<file path="config.mk">
export PLATFORM = sky130hd
export DESIGN_NAME = fifo_wr_arbiter_flat
export DESIGN_NICKNAME = d
export VERILOG_FILES = /design/src/rtl/fifo_wr_arbiter_if.sv /design/src/rtl/fifo_wr_arbiter.sv /design/src/flat_wrapper.sv
export SDC_FILE = /design/constraint.sdc
export NUM_CORES = 1
export LEC_CHECK = 0
export CORE_ASPECT_RATIO = 0.5
export CORE_MARGIN = 2
export CORE_UTILIZATION = 32
export CTS_CLUSTER_DIAMETER = 200
export CTS_CLUSTER_SIZE = 30
export DETAILED_ROUTE_END_ITERATION = 10
export MAX_ROUTING_LAYER = met4
export PLACE_DENSITY = 0.81
export REMOVE_ABC_BUFFERS = 1
export SLEW_MARGIN = 20
export SYNTH_ARGS = -nofsm -noshare
export SYNTH_HDL_FRONTEND = slang
export SYNTH_SLANG_ARGS = --single-unit
export TNS_END_PERCENT = 20
</file>
<file path="constraint.sdc">
create_clock -name clk -period 2.5 [get_ports clk]
set_clock_uncertainty 0.05 [all_clocks]
set_input_delay 0.625 -clock clk [delete_from_list [all_inputs] [get_ports clk]]
set_output_delay 0.625 -clock clk [all_outputs]
set_load 0.02 [all_outputs]
</file>
<file path="src/rtl/fifo_wr_arbiter_if.sv">
`timescale 1ns/1ps
// fifo_wr_arbiter_if: requester-side and FIFO-write-side signals of the write-port arbiter.
//   req/req_data/req_last : per-requester word offer (requester i at slice i)
//   ack                   : one-hot, word of requester i written this cycle
//   grant/busy            : current owner and grant-held flag
//   fifo_wr_en/data/full  : FIFO write port
// master: the arbiter side. slave: requesters plus FIFO side.
interface fifo_wr_arbiter_if #(
  parameter int unsigned WIDTH = 16,
  parameter int unsigned NREQ  = 4
);
  logic [NREQ-1:0]       req;
  logic [NREQ*WIDTH-1:0] req_data;
  logic [NREQ-1:0]       req_last;
  logic [NREQ-1:0]       ack;
  logic [NREQ-1:0]       grant;
  logic                  busy;
  logic                  fifo_wr_en;
  logic [WIDTH-1:0]      fifo_wr_data;
  logic                  fifo_wr_full;

  modport master (
    input  req, req_data, req_last, fifo_wr_full,
    output ack, grant, busy, fifo_wr_en, fifo_wr_data
  );

  modport slave (
    output req, req_data, req_last, fifo_wr_full,
    input  ack, grant, busy, fifo_wr_en, fifo_wr_data
  );
endinterface

</file>
<file path="src/rtl/fifo_wr_arbiter.sv">
`timescale 1ns/1ps
// fifo_wr_arbiter: round-robin sharing of one FIFO write port among NREQ requesters.
// A grant covers up to BURST words; it ends early on req_last or when the owner
// withdraws its request. FIFO full stalls the owner while it keeps the grant.
// Ports:
//   clk   : FIFO write clock
//   rst_n : synchronous active-low reset
//   bus   : fifo_wr_arbiter_if.master (requests, ack, grant, busy, FIFO write port)
module fifo_wr_arbiter #(
  parameter int unsigned WIDTH = 16,
  parameter int unsigned NREQ  = 4,
  parameter int unsigned BURST = 4
) (
  input  logic               clk,
  input  logic               rst_n,
  fifo_wr_arbiter_if.master  bus
);

  localparam int unsigned OW    = (NREQ > 1) ? $clog2(NREQ) : 1;
  localparam int unsigned CNT_W = (BURST > 1) ? $clog2(BURST) : 1;
  localparam logic [CNT_W-1:0] CNT_LAST    = CNT_W'(BURST - 1);
  localparam logic [OW-1:0]    OWNER_RESET = OW'(NREQ - 1);
  localparam logic [NREQ-1:0]  ONE         = {{(NREQ-1){1'b0}}, 1'b1};

  typedef enum logic {IDLE, OWN} state_t;

  state_t            state;
  logic [NREQ-1:0]   grant_q;
  logic              busy_q;
  logic [CNT_W-1:0]  cnt;
  logic [OW-1:0]     owner;
  logic [OW-1:0]     last_owner;

  logic [WIDTH-1:0]  words [NREQ];
  logic [OW-1:0]     cand;
  logic [OW-1:0]     win_idx;
  logic              win_found;
  logic              own_req;
  logic              xfer;
  logic              burst_end;

  // Unpack the flat requester data bus.
  for (genvar g = 0; g < NREQ; g++) begin : g_words
    assign words[g] = bus.req_data[g*WIDTH +: WIDTH];
  end

  // Round-robin winner: first set req bit above last_owner, wrapping around.
  always_comb begin
    win_idx   = '0;
    win_found = 1'b0;
    cand      = '0;
    for (int unsigned k = 1; k <= NREQ; k++) begin
      cand = OW'((32'(last_owner) + k) % NREQ);
      if (!win_found && bus.req[cand]) begin
        win_idx   = cand;
        win_found = 1'b1;
      end
    end
  end

  // Owner transfer qualification; rst_n gating keeps the write strobe quiet during reset.
  assign own_req   = bus.req[owner];
  assign xfer      = (state == OWN) && rst_n && own_req && !bus.fifo_wr_full;
  assign burst_end = bus.req_last[owner] || (cnt == CNT_LAST);

  assign bus.fifo_wr_en   = xfer;
  assign bus.ack          = xfer ? grant_q : '0;
  assign bus.fifo_wr_data = ((state == OWN) && rst_n) ? words[owner] : '0;
  assign bus.grant        = grant_q;
  assign bus.busy         = busy_q;

  // Grant FSM; every release returns to IDLE for one arbitration cycle.
  always_ff @(posedge clk) begin
    if (!rst_n) begin
      state      <= IDLE;
      grant_q    <= '0;
      busy_q     <= 1'b0;
      cnt        <= '0;
      owner      <= '0;
      last_owner <= OWNER_RESET;
    end else begin
      case (state)
        IDLE: begin
          if (win_found) begin
            state      <= OWN;
            grant_q    <= ONE << win_idx;
            busy_q     <= 1'b1;
            owner      <= win_idx;
            last_owner <= win_idx;
            cnt        <= '0;
          end
        end
        OWN: begin
          if (!own_req) begin
            state   <= IDLE;
            grant_q <= '0;
            busy_q  <= 1'b0;
            cnt     <= '0;
          end else if (!bus.fifo_wr_full) begin
            if (burst_end) begin
              state   <= IDLE;
              grant_q <= '0;
              busy_q  <= 1'b0;
              cnt     <= '0;
            end else begin
              cnt <= cnt + CNT_W'(1);
            end
          end
        end
        default: begin
          state   <= IDLE;
          grant_q <= '0;
          busy_q  <= 1'b0;
          cnt     <= '0;
        end
      endcase
    end
  end

endmodule

</file>
<file path="src/flat_wrapper.sv">
// flat-port wrapper written by rule: the top's interface ports become plain ports
module fifo_wr_arbiter_flat 
#(
  parameter int unsigned WIDTH = 16,
  parameter int unsigned NREQ  = 4,
  parameter int unsigned BURST = 4
)
  (clk, rst_n, bus_req, bus_req_data, bus_req_last, bus_fifo_wr_full, bus_ack, bus_grant, bus_busy, bus_fifo_wr_en, bus_fifo_wr_data);
  fifo_wr_arbiter_if #(.WIDTH(WIDTH), .NREQ(NREQ)) bus_i ();
  input  logic clk;
  input  logic rst_n;
  input wire logic [$bits(bus_i.req)-1:0] bus_req;
  input wire logic [$bits(bus_i.req_data)-1:0] bus_req_data;
  input wire logic [$bits(bus_i.req_last)-1:0] bus_req_last;
  input wire logic [$bits(bus_i.fifo_wr_full)-1:0] bus_fifo_wr_full;
  output wire logic [$bits(bus_i.ack)-1:0] bus_ack;
  output wire logic [$bits(bus_i.grant)-1:0] bus_grant;
  output wire logic [$bits(bus_i.busy)-1:0] bus_busy;
  output wire logic [$bits(bus_i.fifo_wr_en)-1:0] bus_fifo_wr_en;
  output wire logic [$bits(bus_i.fifo_wr_data)-1:0] bus_fifo_wr_data;
  assign bus_i.req = bus_req;
  assign bus_i.req_data = bus_req_data;
  assign bus_i.req_last = bus_req_last;
  assign bus_i.fifo_wr_full = bus_fifo_wr_full;
  assign bus_ack = bus_i.ack;
  assign bus_grant = bus_i.grant;
  assign bus_busy = bus_i.busy;
  assign bus_fifo_wr_en = bus_i.fifo_wr_en;
  assign bus_fifo_wr_data = bus_i.fifo_wr_data;
  fifo_wr_arbiter #(.WIDTH(WIDTH), .NREQ(NREQ), .BURST(BURST)) u_core (.clk(clk), .rst_n(rst_n), .bus(bus_i));
endmodule
</file>
==> impl_metrics.env <==
export IMPL_grt_busiest_layer="met2"
export IMPL_ant_nets=0
export IMPL_top_level_ports=101
export IMPL_r2r_start="u_core.owner[1]"
export IMPL_vias=1362
export IMPL_worstPathCellList="clkdlybuf4s50_1 > mux4_2 > nor2b_1 > buf_2"
export IMPL_path_clk_slew_ns=0.05
export IMPL_reg2reg_depth=4
export IMPL_crit_path_max_incr_delay_ns=0.47
export IMPL_routed_wl_um=4330
export IMPL_final_core_util_pct=66.6
export IMPL_period_needed_ns=2.49
export IMPL_synthCells=116
export IMPL_post_dp_hpwl_um=3510
export IMPL_status="finished clean"
export IMPL_setup_worst_path_start="bus_req_data[37]"
export IMPL_coreArea_mm2=0.00349
export IMPL_synth_area_per_cell_um2=10.3
export IMPL_port_buffers=100
export IMPL_power_density_mw_per_mm2=376
export IMPL_nFillCells=292
export IMPL_fp_dieW_um=90.2
export IMPL_clk_path_buf_depth=2
export IMPL_cts_hold_buffers=0
export IMPL_final_common_cell="clkdlybuf4s50_1"
export IMPL_startpoint_type="primary input"
export IMPL_synth_seq_cells=12
export IMPL_slew_viol_final=0
export IMPL_slowest_stage="mux4_2"
export IMPL_crit_arrival_ns=1.81
export IMPL_grt_use_met3_pct=3.21
export IMPL_start_util_pct=34.1
export IMPL_cts_sinks=12
export IMPL_rows=15
export IMPL_cts_max_level=1
export IMPL_die_area_mm2=0.00425
export IMPL_synthDistinctLibCells=33
export IMPL_setup_worst_path_end="bus_fifo_wr_data[5]"
export IMPL_finalSetupViolCount=0
export IMPL_drtIter0Drc=34
export IMPL_fin_tns_setup_ns=0
export IMPL_met1_usage_pct=24.3
export IMPL_r2r_end="u_core.bus.grant[1]"
export IMPL_cts_tree="built"
export IMPL_first_pass_iters=4
export IMPL_ys_seq_area_share_pct=20.2
export IMPL_hold_path_class="reg -> reg"
export IMPL_post_route_cell_area_mm2=0.00232
export IMPL_post_route_drc_count=0
export IMPL_fmax_mhz=402
export IMPL_area_growth_syn_to_layout_pct=95.3
export IMPL_cp_required_ns=1.82
export IMPL_timing_hold_ws_ns=0.428
export IMPL_die_h_um=47.1
export IMPL_peakVddDrop_uv=424
export IMPL_final_cell_mix="clkdlybuf4s50_1, nor2b_1, mux4_2"
export IMPL_grt_overflow_total=0
export IMPL_gp_congestion=0.906
export IMPL_crit_type="in -> out"
export IMPL_syn_area_mm2=0.00119
export IMPL_antenna_found_initial=0
export IMPL_holdPathStages=2
export IMPL_cp_max_fo=1
export IMPL_grt_use_total_pct=21.8
export IMPL_cts_inserted_buffers=3
export IMPL_wire_per_inst_um=15.7
export IMPL_nNetsFinal=302
export IMPL_post_route_period_util_pct=99.6
export IMPL_ys_warnings_count=0
export IMPL_grt_util_met2_pct=42.9
export IMPL_cts_root_buffer="clkbuf_8"
export IMPL_r2r_slack_ns=0.90
export IMPL_place_area_mm2=0.00231
export IMPL_diodes=0
export IMPL_grt_pass1_wl_um=6850
export IMPL_clk_latency_ns=0.25
export IMPL_grt_max_degree=20
export IMPL_hold_viol=0
export IMPL_maxCapViolCount=0
export IMPL_relSlewSlack_pct=73.3
export IMPL_leakage_uw=0.000915
export IMPL_cp_end_kind="output port"
export IMPL_rsz0062_at_grt="true"
export IMPL_grt_pass1_vias=1418
export IMPL_worst_pin_slew_ns=0.397
export IMPL_drive_gt1_share_pct=28.9
export IMPL_avgViaCountPerCell=4.93
layout make-up:
type / instances / area [µm²] / area share, %
well taps: 51 / 63.8 / 2.75
clock buffers: 4 / 55.1 / 2.37
flip-flops and latches: 12 / 240 / 10.3
repair buffers: 111 / 1030 / 44.4
inverters: 3 / 11.3 / 0.485
multi-input cells: 95 / 921 / 39.6
kinds of logic (layout without fill, tap and decap cells):
family / after synthesis / count (layout) / share of synthesized area, %
AND/OR/NAND/NOR: 50 / 50 / 25.1
AO/OA/AOI/OAI: 24 / 24 / 14.9
multiplexers: 20 / 20 / 34.7
flip-flops: 12 / 12 / 20.2
buffers and inverters: 9 / 118 / 4.00
adder cells (fa/ha/maj): 1 / 1 / 1.05
synthesized netlist by cell type (all sizes together):
master | instances | area share (%)
mux2i | 3 | 2.5
nor2 | 5 | 2.2
a21o | 1 | 0.63
buf | 4 | 2.4
inv | 3 | 0.95
o21ai | 5 | 2.1
o22ai | 5 | 3.8
nor3 | 1 | 0.42
nor3b | 1 | 1.1
nor2b | 20 | 11
and2 | 5 | 2.8
dfxtp | 12 | 20
or4 | 1 | 0.95
clkbuf | 2 | 0.63
and3b | 1 | 0.74
nand3b | 1 | 0.63
nand2 | 11 | 3.5
o32ai | 4 | 2.9
or3 | 1 | 0.53
mux4 | 17 | 32
ha | 1 | 1.1
nand2b | 3 | 1.8
o21bai | 1 | 1.6
a211oi | 1 | 0.63
a21oi | 6 | 2.5
a22o | 1 | 0.74
worst min-delay path by stage:
stage,from,endpoint
floorplan,u_core.cnt[1],u_core.cnt[1]
global placement,u_core.bus.busy,u_core.bus.busy
detailed placement,u_core.bus.busy,u_core.bus.busy
CTS,u_core.bus.busy,u_core.bus.busy
global route,u_core.bus.grant[2],u_core.bus.grant[2]
finish,u_core.bus.busy,u_core.bus.busy
where the power goes:
group | internal [µW] | total, µW | leakage (µW) | switching [µW]
Sequential | 209 | 225 | 0.0000988 | 16.6
Clock | 139 | 215 | 0.0000288 | 75.4
Combinational | 268 | 434 | 0.000788 | 166
Total | 616 | 874 | 0.000915 | 258
layer usage:
layer | share of wire (%) | vias up
met5 | 0 | -
met4 | 1.1 | 0
met3 | 4.5 | 5
met2 | 53 | 47
met1 | 41 | 647
li1 | - | 663
sequential cells by signal, summed over array words and instances, names as in the netlist:
signal and count:
u_core.bus.busy 1, u_core.state 1, u_core.last_owner 2, u_core.cnt 2, u_core.owner 2, u_core.bus.grant 4
stage by stage:
step	power [µW]	std cells	setup WS (ns)
final	874	276	0.0102
after global routing	925	276	-0.0278
after CTS	881	276	-0.0513
after detailed placement	677	272	-0.597
after global placement	664	272	-0.590
after floorplan	448	110	-0.182
critical path, delay by kind of cell:
family,cells,cell delay [ns]
buf+inv,2,0.58
mux,1,0.47
simple gates,1,0.14
repair_timing:
action | 4_1_cts | 5_1_grt
setup buffers | 0 | 0
endpoints found under the setup margin | 21 | 11
pin swaps | 4 | 3
resized for setup | 98 | 11
Power figures use the tool's default switching activity.
